$ cat src/rtl/prf_fre_lst.sv
// Physical register free list: circular buffer with speculative head, committed head and tail.
// Zero-cycle allocate, all-or-nothing grant (alc_gnt low stalls the whole group); frees are always accepted.
module prf_fre_lst #(
   parameter  int PREG_NUM = 64,
   parameter  int ARCH_NUM = 16,
   parameter  int WAY      = 4,
   localparam int IW       = $clog2(PREG_NUM),
   localparam int PW       = IW + 1,
   localparam int CW       = $clog2(WAY + 1)
) (
   input  logic              clk,
   input  logic              rst_n,
   input  logic [WAY-1:0]    alc_req,
   output logic              alc_gnt,
   output logic [WAY*IW-1:0] alc_preg,
   input  logic [WAY-1:0]    fre_vld,
   input  logic [WAY*IW-1:0] fre_preg,
   input  logic [CW-1:0]     cmt_cnt,
   input  logic              flush,
   output logic [PW-1:0]     fre_cnt
);

   logic [IW-1:0] ent [PREG_NUM];
   logic [PW-1:0] hd;
   logic [PW-1:0] cmt_hd;
   logic [PW-1:0] tl;

   logic [CW-1:0] alc_n;
   logic [CW-1:0] fre_n;
   logic [PW-1:0] alc_ptr [WAY];
   logic [PW-1:0] fre_ptr [WAY];

   assign fre_cnt = tl - hd;
   assign alc_gnt = !flush && (PW'(alc_n) <= fre_cnt);

   // Prefix counts compact the sparse request/free masks onto consecutive entries.
   always_comb begin
      logic [CW-1:0] a_acc;
      logic [CW-1:0] f_acc;
      a_acc = '0;
      f_acc = '0;
      for (int i = 0; i < WAY; i++) begin
         alc_ptr[i] = hd + PW'(a_acc);
         fre_ptr[i] = tl + PW'(f_acc);
         a_acc      = a_acc + CW'(alc_req[i]);
         f_acc      = f_acc + CW'(fre_vld[i]);
      end
      alc_n = a_acc;
      fre_n = f_acc;
   end

   always_comb begin
      alc_preg = '0;
      for (int i = 0; i < WAY; i++) begin
         if (alc_gnt && alc_req[i]) begin
            alc_preg[i*IW +: IW] = ent[alc_ptr[i][IW-1:0]];
         end
      end
   end

   always_ff @(posedge clk or negedge rst_n) begin
      if (!rst_n) begin
         hd     <= '0;
         cmt_hd <= '0;
         tl     <= PW'(PREG_NUM - ARCH_NUM);
         for (int i = 0; i < PREG_NUM; i++) begin
            ent[i] <= (i < PREG_NUM - ARCH_NUM) ? IW'(ARCH_NUM + i) : '0;
         end
      end else begin
         for (int i = 0; i < WAY; i++) begin
            if (fre_vld[i]) begin
               ent[fre_ptr[i][IW-1:0]] <= fre_preg[i*IW +: IW];
            end
         end
         tl     <= tl + PW'(fre_n);
         cmt_hd <= cmt_hd + PW'(cmt_cnt);
         // Flush rolls the speculative head back to the post-commit point.
         if (flush) begin
            hd <= cmt_hd + PW'(cmt_cnt);
         end else if (alc_gnt) begin
            hd <= hd + PW'(alc_n);
         end
      end
   end

endmodule

$ cat config.mk
export PLATFORM = sky130hd
export DESIGN_NAME = prf_fre_lst
export DESIGN_NICKNAME = d
export VERILOG_FILES = /design/src/rtl/prf_fre_lst.sv
export SDC_FILE = /design/constraint.sdc
export NUM_CORES = 2
export LEC_CHECK = 0
export CAP_MARGIN = 20
export CORE_MARGIN = 4
export CORE_UTILIZATION = 45
export CTS_BUF_LIST = sky130_fd_sc_hd__clkbuf_8
export CTS_CLUSTER_SIZE = 12
export DETAILED_ROUTE_END_ITERATION = 10
export SYNTH_ARGS = -nofsm -noshare
export SYNTH_HDL_FRONTEND = slang
export SYNTH_SLANG_ARGS = --single-unit
$ cat constraint.sdc
create_clock -name clk -period 5.6 [get_ports clk]
set_input_delay 0.56 -clock clk [delete_from_list [all_inputs] [get_ports clk]]
set_output_delay 0.56 -clock clk [all_outputs]
set_load 0.005 [all_outputs]
# Yosys cells after proc, flatten, opt, wreduce, memory -nomap -nowiden
# Index checks and enable logic that the tools add are counted.
# op_classes
addsub	16
order_cmp	13
mux	34
n_bitwise	8
n_reduce_logical	11
# op_table
cell	n
bitwise mux 384 bit	4
2-to-1 mux 384 bit	4
binary-select mux 6 bit (select 6 bit)	4
demux 6 bit (select 6 bit)	4
2-to-1 mux 6 bit	16
>= comparator 7 bit (second input constant)	8
inverter 6 -> 7 bit	8
less-than comparator 7 x 1 -> 1 bit (second input constant)	4
adder 7 x 3 -> 7 bit	3
2-to-1 mux 7 bit	2
adder 6 x 1 -> 6 bit	2
adder 6 x 2 -> 6 bit	2
adder 6 x 3 -> 6 bit	2
logical AND 1 bit	9
less-or-equal comparator 3 x 7 -> 1 bit	1
subtractor 7 bit	1
adder 2 x 1 -> 3 bit	2
adder 3 x 1 -> 3 bit	2
adder 1 x 1 -> 2 bit	2
nonzero test 2 bit	1
zero test 1 bit	1
# word_totals
reg_bits	405
input_bits	38
word_cells	149

# Depth between registers and ports, before layout
# logic_depth
depth_word	13
mapped_depth	14
ltp_nobuf	12

# Least setup slack after synthesis
# OpenSTA, ideal clock, no wires.
# synth_timing
kind	input to output
start	input alc_req[0]
end	output alc_preg[20]
t_arrival_ps	3720
path_slack_ps	1320
stages	10
n_path_buf	3
cell_sequence	fa_1 -> ha_1 -> fa_1 -> clkbuf_1 -> clkbuf_1 -> clkbuf_1 -> mux4_2 -> mux4_2 -> a22oi_1 -> a21oi_1
# synth_between
elab_chain_cells	8
elab_cells_between_ends	12
# synth_rtl
element	line	source
start, declared	13	input logic [WAY-1:0] alc_req,
adder 1 x 1 -> 2 bit *	45	a_acc = a_acc + CW'(alc_req[i]);
adder 2 x 1 -> 3 bit *	45	
adder 6 x 3 -> 6 bit	43	alc_ptr[i] = hd + PW'(a_acc);
inverter 6 -> 7 bit (not written as such)	56	alc_preg[i*IW +: IW] = ent[alc_ptr[i][IW-1:0]];
binary-select mux 6 bit (select 6 bit)	56	
2-to-1 mux 6 bit (not written as such) (2 in a row)	56	
2-to-1 mux 6 bit *	55	if (alc_gnt && alc_req[i]) begin
end, declared	15	output logic [WAY*IW-1:0] alc_preg,
# Every way passes the cells marked *; elsewhere a longest branch is shown, timed or not. The select of a mux whose other input is x is not followed.

# Worst setup path after layout
# layout_timing
start	register hd[1]
end	output alc_preg[9]
# layout_between
elab_chain_cells	6
elab_cells_between_ends	10
# layout_rtl
element	line	source
start, declared	24	logic [PW-1:0] hd;
start signal, assigned	79	hd <= cmt_hd + PW'(cmt_cnt);
start signal, assigned	81	hd <= hd + PW'(alc_n);
adder 6 x 1 -> 6 bit	43	
inverter 6 -> 7 bit (not written as such)	56	
binary-select mux 6 bit (select 6 bit)	56	
2-to-1 mux 6 bit (not written as such) (2 in a row)	56	
2-to-1 mux 6 bit *	55	
# Marks and branches as above.

==> results.py <==
metrics = {
    "sta": {
        "rsz0062_at_grt": "false",
        "final-max-slew-violation-count": 0,
        "fin_crit_ns": 5.55,
        "period_share_pct": 99.1,
        "finalSetupViolCount": 0,
        "worst_pin_slew_ns": 1.30,
        "fin_skew_ns": 0.0391,
        "fin_setup_tns_ns": 0,
        "hold_ws_ns": 0.251,
        "hold_viol_final": 0,
        "fin_ws_ns": 0.0527,
        "maxSlewHeadroom_pct": 13.2,
        "fmax_ghz": 0.180,
    },
    "setup_path": {
        "worstSetupPathType": "reg -> out",
        "cp_max_fo": 50,
        "crit_path_end_kind": "output port",
        "arrival_ns": 4.99,
        "path_cells": "buf_4 -> nand3_1 -> xnor2_2 -> buf_4 -> mux4_2 -> mux2i_1 -> mux2i_1 -> and4_1 -> clkdlybuf4s50_1",
        "worstPathRequired_ns": 5.04,
        "r2r-start": "tl[1]$_DFF_PN0_",
        "cp_slowest_cell": "buf_4",
        "rrSetupSlack_ns": 1.15,
        "rr_endpoint": "ent[351]$_DFF_PN0_",
        "start_kind": "flop",
        "crit_buf_inv": 3,
        "crit_family": "buffers and inverters",
        "crit_path_max_incr_delay_ns": 0.69,
        "reg2reg_depth": 8,
    },
    "placement": {
        "gp_congestion": 1.03,
        "dp_hpwl_mm": 141,
        "dpl_worst_slack_ns": -0.135,
        "io_buffers": 69,
        "place_area_um2": 48400,
    },
    "die": {
        "core_area_um2": 99900,
        "die_h_um": 325,
        "io_pins": 70,
        "dieWidth_um": 325,
        "dieArea_um2": 106000,
        "initial_core_util_pct": 45.3,
        "rows": 116,
    },
    "power": {
        "power_density_nw_per_um2": 727,
        "p_leak_nw": 19.2,
        "total_power_mw": 36.5,
        "max-vdd-ir-drop_v": 0.000388,
    },
    "detailed_routing": {
        "drc": 0,
        "vias_per_cell": 7.49,
        "finalWirelength_mm": 206,
        "dr.pass1.iters": 6,
        "first_iter_violations": 5216,
        "postRouteAntennaNets": 0,
        "post_drt_wl_per_cell_um": 41.2,
        "num_vias": 37300,
    },
    "synthesis": {
        "synth.net_count": 3640,
        "synth_xor_area_share_pct": 0.753,
        "synth_cells": 3551,
        "yosys.area_share.simple_pct": 4.76,
        "ys_seq_elements": 405,
        "ys_types": 81,
        "synth_compound_area_share_pct": 3.92,
        "yosysWarnings": 0,
        "syn_area_um2": 45200,
        "ys.flop_type": "dfrtp_1",
        "synthMuxAreaShare_pct": 62.8,
        "synth-adder-area-share_pct": 1.58,
        "synth_top_family_by_area": "multiplexers",
        "syn_area_per_cell_um2": 12.7,
        "yosysSeqAreaShare_pct": 22.9,
        "ys_async_sr_fraction_pct": 100,
        "synth-edff-count": 0,
    },
    "final_layout": {
        "final_common_cell": "mux2_2",
        "final_cell_mix": "mux2_2 (1,509), mux4_2 (477), dfrtp_1 (239), buf_4 (220), dfstp_2 (162)",
        "drive_gt1_share_pct": 71.7,
        "layout.nets": 3702,
        "areaGrowthSynthToFinish_pct": 11.2,
        "postLayoutCellArea_um2": 50300,
        "num-fill-cells": 8810,
    },
    "clock_tree": {
        "clk_pin_slew_ns": 0.06,
        "clk_latency_ns": 0.76,
        "clock-root-buffer": "clkbuf_8",
        "tritoncts": "done",
        "cts_sinks": 405,
        "numCtsBuffers": 84,
        "clock_path_buffers": 3,
        "htreeDepth": 3,
    },
    "global_route": {
        "gr-total-overflow": 0,
        "grt_pass1_vias": 36600,
        "antenna_found_initial": 14,
        "grt_pass1_wl_mm": 287,
        "track_usage_pct": 37.9,
        "grt_max_degree": 112,
    },
    "worst_hold_path": {
        "holdPathStages": 2,
        "min_from": "fre_preg[22]",
        "min_to": "ent[268]$_DFF_PN0_",
        "min_path_type": "in -> reg",
    },
    "flow_run": {
        "maxCapViolations": 0,
    },
    "outcome": {
        "status": "completed",
    },
}
==> worst reg2reg max path: stages, from the launching register on <==
cell and delay, ns:
dfrtp_1 0.73, buf_4 0.35, inv_1 0.24, fa_1 0.59, xnor2_1 0.28, nor3_1 1.06
buf_4 0.35, nand2_1 0.33, mux2_2 0.39
==> where the power goes <==
group / internal (mW) / leakage [nW] / switching [mW]
Combinational: 13.8 / 13.6 / 11.5
Clock: 1.65 / 0.966 / 1.52
Sequential: 4.82 / 4.68 / 3.21
==> area by class of cell <==
| class | count | area, µm² | area share [%] |
|---|---|---|---|
| inverter | 26 | 97.6 | 0.194 |
| clock buffer | 103 | 1420 | 2.82 |
| sequential | 405 | 10300 | 20.6 |
| clock inverter | 48 | 208 | 0.413 |
| multi-input combinational | 2772 | 33600 | 66.8 |
| timing repair buffer | 324 | 2970 | 5.90 |
| antenna | 13 | 32.5 | 0.0647 |
| tap | 1298 | 1620 | 3.23 |
==> worst max-delay path by stage <==
stage	start	endpoint	slack, ns	depth (start not counted)
3_5_place_dp	alc_req[1]	alc_preg[19]	-0.13	12
5_1_grt	hd[1]$_DFFE_PN0P_	alc_preg[9]	0.008	9
4_1_cts	alc_req[1]	alc_preg[19]	0.03	12
6_report	hd[1]$_DFFE_PN0P_	alc_preg[9]	0.05	9
3_3_place_gp	alc_req[1]	alc_preg[19]	-0.12	12
2_1_floorplan	alc_req[0]	alc_preg[20]	1.32	10
==> synth_stat cells, drive strengths merged (13+ instances only) <==
library cell | count | area share [%]
a21oi | 29 | 0.35
dfstp | 162 | 9.4
nor3 | 53 | 0.63
nor3b | 18 | 0.43
mux2i | 29 | 0.66
nand3 | 36 | 0.42
xnor2 | 28 | 0.54
mux4 | 477 | 24
ha | 41 | 1.1
o22ai | 14 | 0.19
dfrtp | 243 | 13
mux2 | 1538 | 38
nand2 | 147 | 1.2
o21ai | 46 | 0.51
a211oi | 40 | 0.83
a22oi | 31 | 0.51
clkbuf | 244 | 2.0
buf | 104 | 1.1
nand4 | 13 | 0.18
nor2b | 13 | 0.18
inv | 22 | 0.18
nor2 | 43 | 0.36
==> cell families (layout without fill, tap and decap cells) <==
family | after synthesis | after routing
AND/OR/NAND/NOR | 399 | 399
other | 0 | 13
XOR/XNOR | 38 | 38
flip-flops | 405 | 405
buffers and inverters | 374 | 501
multiplexers | 2044 | 2044
adder cells (fa/ha/maj) | 51 | 51
AO/OA/AOI/OAI | 240 | 240
==> state kept, by name (all words and copies together), names as in the netlist <==
register	cells
cmt_hd	7
ent	384
hd	7
tl	7
==> layer usage <==
| metal | GRT usage (%) | vias to the layer above | wire length, µm |
|---|---|---|---|
| met2 | 54.8 | 2931 | 86500 |
| met3 | 12.8 | 854 | 25900 |
| li1 | - | 14300 | - |
| met1 | 48.3 | 19200 | 76400 |
| met5 | 0 | - | 69 |
| met4 | 25.2 | 10 | 16600 |
==> per-stage QoR <==
step / instances / utilization (%)
floorplan: 3551 / -
finish: 4989 / 50.4
global route: 4977 / 50.3
global placement: 4813 / 48.4
detailed placement: 4814 / 48.4
CTS: 4968 / 50.2
==> timing repair <==
action	in CTS	in global routing
endpoints found under the setup margin	2	4
gates resized for setup	4	10
hold buffers	1	0
pin swaps	2	3
setup buffers	0	4
cloned	2	2
endpoints found under the hold margin	28	0
Power figures use the tool's default switching activity.
